File: src/rtl/generador_rebote_pkg.sv
// Shared types and helpers for the bounce emulator: FSM states, LFSR taps and
// a width helper for the internal counters.
package generador_rebote_pkg;

  typedef enum logic [1:0] {
    REPOSO,
    REBOTE,
    ESPERA
  } estado_t;

  localparam logic [15:0] LFSR_TAPS = 16'hB400;

  // Bits needed to index `valor` distinct values; never less than one bit.
  function automatic int clog2(input int valor);
    int r;
    r = 0;
    for (int i = 0; i < 31; i++) begin
      if ((1 << i) < valor) r = i + 1;
    end
    if (r == 0) r = 1;
    return r;
  endfunction

endpackage

File: src/rtl/generador_rebote_lfsr16.sv
// 16-bit Galois LFSR that free-runs every cycle; a zero seed is replaced by 1
// so the register can never lock up.
module lfsr16
  import generador_rebote_pkg::*;
(
  input  logic        clk,
  input  logic        rst,
  input  logic [15:0] seed,
  output logic [15:0] state
);

  logic [15:0] state_q;
  logic [15:0] seed_ok;

  assign seed_ok = (seed == 16'd0) ? 16'd1 : seed;

  always_ff @(posedge clk) begin
    if (rst) begin
      state_q <= seed_ok;
    end else begin
      state_q <= {1'b0, state_q[15:1]} ^ (state_q[0] ? LFSR_TAPS : 16'd0);
    end
  end

  assign state = state_q;

endmodule

File: src/rtl/generador_rebote.sv
// Bounce emulator: turns a clean level into a burst of glitches that settles on
// the new level. Define GENERADOR_REBOTE_ALEATORIO_EN for LFSR-driven gaps.
module generador_rebote
  import generador_rebote_pkg::*;
#(
  parameter int          FREQ_CLK_HZ   = 50_000_000,
  parameter int          VENTANA_US    = 1000,
  parameter int          N_REBOTES     = 4,
  parameter int          MAX_INTERVALO = 256,
  parameter int          T_ESTABLE     = 1000,
  parameter logic [15:0] SEMILLA       = 16'hACE1
) (
  input  logic       clk,
  input  logic       rst,
  input  logic       pulso_ideal,
  input  logic       habilitar,
  output logic       pulso_real,
  output logic       ocupado,
  output logic [7:0] cuenta_flancos
);

  localparam int VENTANA_CICLOS = FREQ_CLK_HZ / 1_000_000 * VENTANA_US;
  localparam int IW = clog2(MAX_INTERVALO + 1);
  localparam int TW = clog2(2 * N_REBOTES + 1);
  localparam int VW = clog2(VENTANA_CICLOS + 1);
  localparam int EW = clog2(T_ESTABLE + 1);

  logic [IW-1:0] intervalo_nuevo;

`ifdef GENERADOR_REBOTE_ALEATORIO_EN
  logic [15:0] lfsr;
  logic [15:0] mascara;

  lfsr16 u_lfsr (
    .clk   (clk),
    .rst   (rst),
    .seed  (SEMILLA),
    .state (lfsr)
  );

  assign mascara         = 16'(MAX_INTERVALO - 1);
  assign intervalo_nuevo = IW'(lfsr & mascara) + IW'(1);
`else
  assign intervalo_nuevo = IW'(MAX_INTERVALO);
`endif

  estado_t       estado_q;
  logic          p_reg_q;
  logic          nivel_q;
  logic          objetivo_q;
  logic          pulso_q;
  logic          ocupado_q;
  logic [7:0]    cuenta_q;
  logic [IW-1:0] intervalo_q;
  logic [TW-1:0] toggles_q;
  logic [VW-1:0] ventana_q;
  logic [EW-1:0] espera_q;

  always_ff @(posedge clk) begin
    if (rst) begin
      estado_q    <= REPOSO;
      p_reg_q     <= 1'b0;
      nivel_q     <= 1'b0;
      objetivo_q  <= 1'b0;
      pulso_q     <= 1'b0;
      ocupado_q   <= 1'b0;
      cuenta_q    <= 8'd0;
      intervalo_q <= '0;
      toggles_q   <= '0;
      ventana_q   <= '0;
      espera_q    <= '0;
    end else begin
      p_reg_q <= pulso_ideal;
      case (estado_q)
        REPOSO: begin
          if (p_reg_q != nivel_q) begin
            objetivo_q <= p_reg_q;
            ocupado_q  <= 1'b1;
            ventana_q  <= '0;
            espera_q   <= '0;
            pulso_q    <= ~pulso_q;
            if (habilitar) begin
              toggles_q   <= TW'(2 * N_REBOTES);
              intervalo_q <= intervalo_nuevo;
              estado_q    <= REBOTE;
            end else begin
              pulso_q  <= p_reg_q;
              estado_q <= ESPERA;
            end
          end
        end

        REBOTE: begin
          ventana_q <= ventana_q + VW'(1);
          // The window cap wins over a toggle due on the same cycle.
          if (ventana_q == VW'(VENTANA_CICLOS - 1)) begin
            pulso_q  <= objetivo_q;
            estado_q <= ESPERA;
          end else if (intervalo_q == IW'(1)) begin
            pulso_q     <= ~pulso_q;
            toggles_q   <= toggles_q - TW'(1);
            intervalo_q <= intervalo_nuevo;
            if (toggles_q == TW'(1)) begin
              pulso_q  <= objetivo_q;
              estado_q <= ESPERA;
            end
          end else begin
            intervalo_q <= intervalo_q - IW'(1);
          end
        end

        ESPERA: begin
          if (espera_q == EW'(T_ESTABLE - 1)) begin
            nivel_q   <= objetivo_q;
            ocupado_q <= 1'b0;
            if (cuenta_q != 8'hFF) cuenta_q <= cuenta_q + 8'd1;
            estado_q  <= REPOSO;
          end else begin
            espera_q <= espera_q + EW'(1);
          end
        end

        default: estado_q <= REPOSO;
      endcase
    end
  end

  assign pulso_real     = pulso_q;
  assign ocupado        = ocupado_q;
  assign cuenta_flancos = cuenta_q;

endmodule

File: config.mk
export PLATFORM = sky130hd
export DESIGN_NAME = generador_rebote
export DESIGN_NICKNAME = d
export VERILOG_FILES = /design/src/rtl/generador_rebote_pkg.sv /design/src/rtl/generador_rebote_lfsr16.sv /design/src/rtl/generador_rebote.sv
export SDC_FILE = /design/constraint.sdc
export NUM_CORES = 1
export LEC_CHECK = 0
export CORE_MARGIN = 1
export CORE_UTILIZATION = 45
export CTS_BUF_LIST = sky130_fd_sc_hd__clkbuf_2
export CTS_CLUSTER_DIAMETER = 150
export DETAILED_ROUTE_END_ITERATION = 10
export SYNTH_ARGS = -nofsm -noshare
export SYNTH_HDL_FRONTEND = slang
export SYNTH_HIERARCHICAL = 1
export SYNTH_SLANG_ARGS = --single-unit
File: constraint.sdc
create_clock -name clk -period 2 [get_ports clk]
set_input_delay 0.2 -clock clk [delete_from_list [all_inputs] [get_ports clk]]
set_output_delay 0.2 -clock clk [all_outputs]
set_load 0.02 [all_outputs]
==> impl_results.md <==
* Peak supply drop at 309 uV
* Starting density of the core at 46.4%
* Yosys reg bits at 54
* DR vias/cell at 5.35
* Worst Skew at 0.0158 ns
* Fin crit share at 99.1%
* GRT Total Usage at 19.4%
* CTS Buf Count at 5
* RSZ-0062 raised after global routing: true
* Slowest stage delay, CP at 0.54 ns
* Syn Nets at 335
* Slew Limit Fails at 0
* CTS tree: built
* Area delta synth->final at 19.3%
* Total Wirelength at 5840 um
* Die Width at 80.2 um
* Post-route cell area at 3280 um^2
* Average size of a mapped cell at 8.48 um^2
* Worst hold slack at 0.284 ns
* Die area at 6420 um^2
* Status: finished clean
* Final hold violation count at 0
* Die H at 80.2 um
* Clock slew at reported path FFs at 0.26 ns
* CTS Sinks at 54
* Mux cell area share after synthesis at 0.364%
* Async set-reset flop share out of synthesis at 0%
* Dpl ws at 0.0599 ns
* Final setup fails at 0
* Ports at 14
* Cells after synthesis at 324
* Critical path's top delay family: compound AO/OA/AOI/OAI gates
* Synth warnings at 6
* Setup crit end kind: flop
* ANT cells at 0
* Crit path DAT at 2.34 ns
* Worst EP required at 2.36 ns
* Root Driver: clkbuf_2
* Sequential share of the synthesized area at 39.3%
* DRC at 0
* Vias in the first global route at 2114
* Initial drt markers at 123
* Row count at 28
* PortBufs at 13
* Yosys cell types at 47
* Clock buffer depth at 2
* Commonest non-fill, non-tap cell in the layout: dfxtp_1
* Critical path class: flop to flop
* Buf/Inv on CP at 0
* MaxCap Viol Count at 0
* Clk Latency, worst-skew pair at 0.44 ns
* Leading cell types in the layout, fill and taps excluded: dfxtp_1 (49), nor2_1 (48), buf_4 (35)
* XOR/XNOR share of the synthesized area at 9.88%
* H-tree depth at 2
* First-pass DRT Iterations at 4
* Gr ovfl total at 0
* Post-DP HPWL at 4120 um
* Wire length per cell at 13.1 um
* Pleak at 0.00122 uW
* DR vias at 2376
* Cell Area, Synth at 2750 um^2
* Complex-gate fraction of the synthesized area at 15.0%
* Routability Congestion at 0.831
* Max Clock Freq at 0.505 GHz
* Final min period at 1.98 ns
* Hold-fix buffers, CTS at 0
* Layout cells sized above 1 at 16.5%
* Largest net degree at the start of global routing at 23
* First-pass GRT wire length at 9850 um
* Largest family of logic cells by synthesized area: simple AND/OR/NAND/NOR gates
* Synth Area in Simple Gates at 28.6%
* CP Cell Sequence: or4_4 > o41a_1 > a21oi_4 > nor2_2 > a2111oi_4
* Post-synth EDFFs at 0
* Placed standard-cell area at 3160 um^2
* Antenna viol nets, final at 0
* Worst Hold Class: input port to flop
* Startpoint Class: flop
* Antenna violations before repair at 0
* PnR worst setup slack at 0.0189 ns
* Pwr dens at 633 nW/um^2
* Least-Margin Pin Slew at 0.428 ns
* Max_slew headroom at 71.4%
* Nets at 379
* Post-Synth Adder-Cell Area at 3.19%
* Main synth FF type: dfxtp_1
* Crit path max-delay cell type: or4_4
* Crit Path Max Fanout at 6
* Core area at 5920 um^2
* Setup TNS at 0 ns
[Yosys cell counts, drive strengths merged, types with 2 or more instances]
cell type,count,area [um^2]
ha,7,87.6
and2,2,12.5
and4,3,26.3
nor2,49,186
inv,10,37.5
nand3,16,80.1
nor2b,4,25.0
or3,5,31.3
nand2b,4,25.0
o21ai,7,35.0
dfxtp,54,1080
nor3b,2,15.0
a22oi,2,15.0
nand2,20,75.1
nor4,3,18.8
nor4b,2,17.5
buf,6,35.0
or4,6,45.0
clkbuf,7,26.3
o21a,2,15.0
a21oi,21,120
a31oi,4,31.3
nor3,12,60.1
o31ai,6,45.0
xnor2,13,114
and3,6,37.5
nand4,14,93.8
a21o,5,37.5
a211oi,4,30.0
xor2,18,158
[final timing paths]
check	startpoint	end	slack, ns	depth (start not counted)
hold reg to reg	intervalo_q[1]	intervalo_q[1]	0.49	2
setup / recovery	intervalo_q[3]	pulso_real	0.02	5
hold / removal	pulso_ideal	p_reg_q	0.28	2
setup reg to reg	intervalo_q[3]	pulso_real	0.02	5
[layer usage]
layer / track usage [%] / share of wire (%)
met1: 26.9 / 50
met3: 3.75 / 3.3
met2: 30.8 / 46
met5: 0 / 0
met4: 4.82 / 0.46
[kinds of logic (layout without fill, tap and decap cells)]
logic type	Yosys count	count (layout)
AND/OR/NAND/NOR	152	152
adder cells (fa/ha/maj)	7	7
flip-flops	54	54
XOR/XNOR	31	31
buffers and inverters	23	68
multiplexers	1	1
AO/OA/AOI/OAI	56	56
[stage by stage]
stage	instances	utilization [%]	power, uW
2_1_floorplan	324	-	1390
3_3_place_gp	432	53.4	1500
3_5_place_dp	432	53.4	1510
4_1_cts	442	54.8	2080
5_1_grt	444	55.4	2180
6_report	444	55.4	2080
[worst register-to-register path, delay by kind of cell, from the launching register on]
family | cells | cell delay [ns]
AOI/OAI and AO/OA | 3 | 0.93
DFF | 1 | 0.38
and+or+nand+nor | 2 | 0.60
[state kept, by name, indices dropped and copies added, names as in the netlist]
signal,count
toggles_q,4
objetivo_q,1
espera_q,10
nivel_q,1
cuenta_flancos,8
p_reg_q,1
estado_q,2
ocupado,1
intervalo_q,9
pulso_real,1
ventana_q,16
[report_power, final]
group / switching (uW) / leakage (uW) / internal (uW)
Sequential: 36.1 / 0.000440 / 1120
Clock: 341 / 0.0000392 / 216
Combinational: 197 / 0.000737 / 170
[repair_timing]
| action | CTS | global route |
|---|---|---|
| setup endpoints to repair | 1 | 14 |
| gates resized for setup | 0 | 9 |
| buffers inserted | 2 | 2 |
| pin swaps | 1 | 5 |
[layout make-up]
| type | instances | area [um^2] |
|---|---|---|
| Fill cell | 567 | 2640 |
| Multi-Input combinational cell | 247 | 1580 |
| Sequential cell | 54 | 1090 |
| Timing Repair Buffer | 50 | 415 |
| Tap cell | 75 | 93.8 |
| Clock inverter | 2 | 37.5 |
| Inverter | 10 | 37.5 |
| Clock buffer | 6 | 30.0 |
Note: power is estimated with default switching activity, not from simulation.
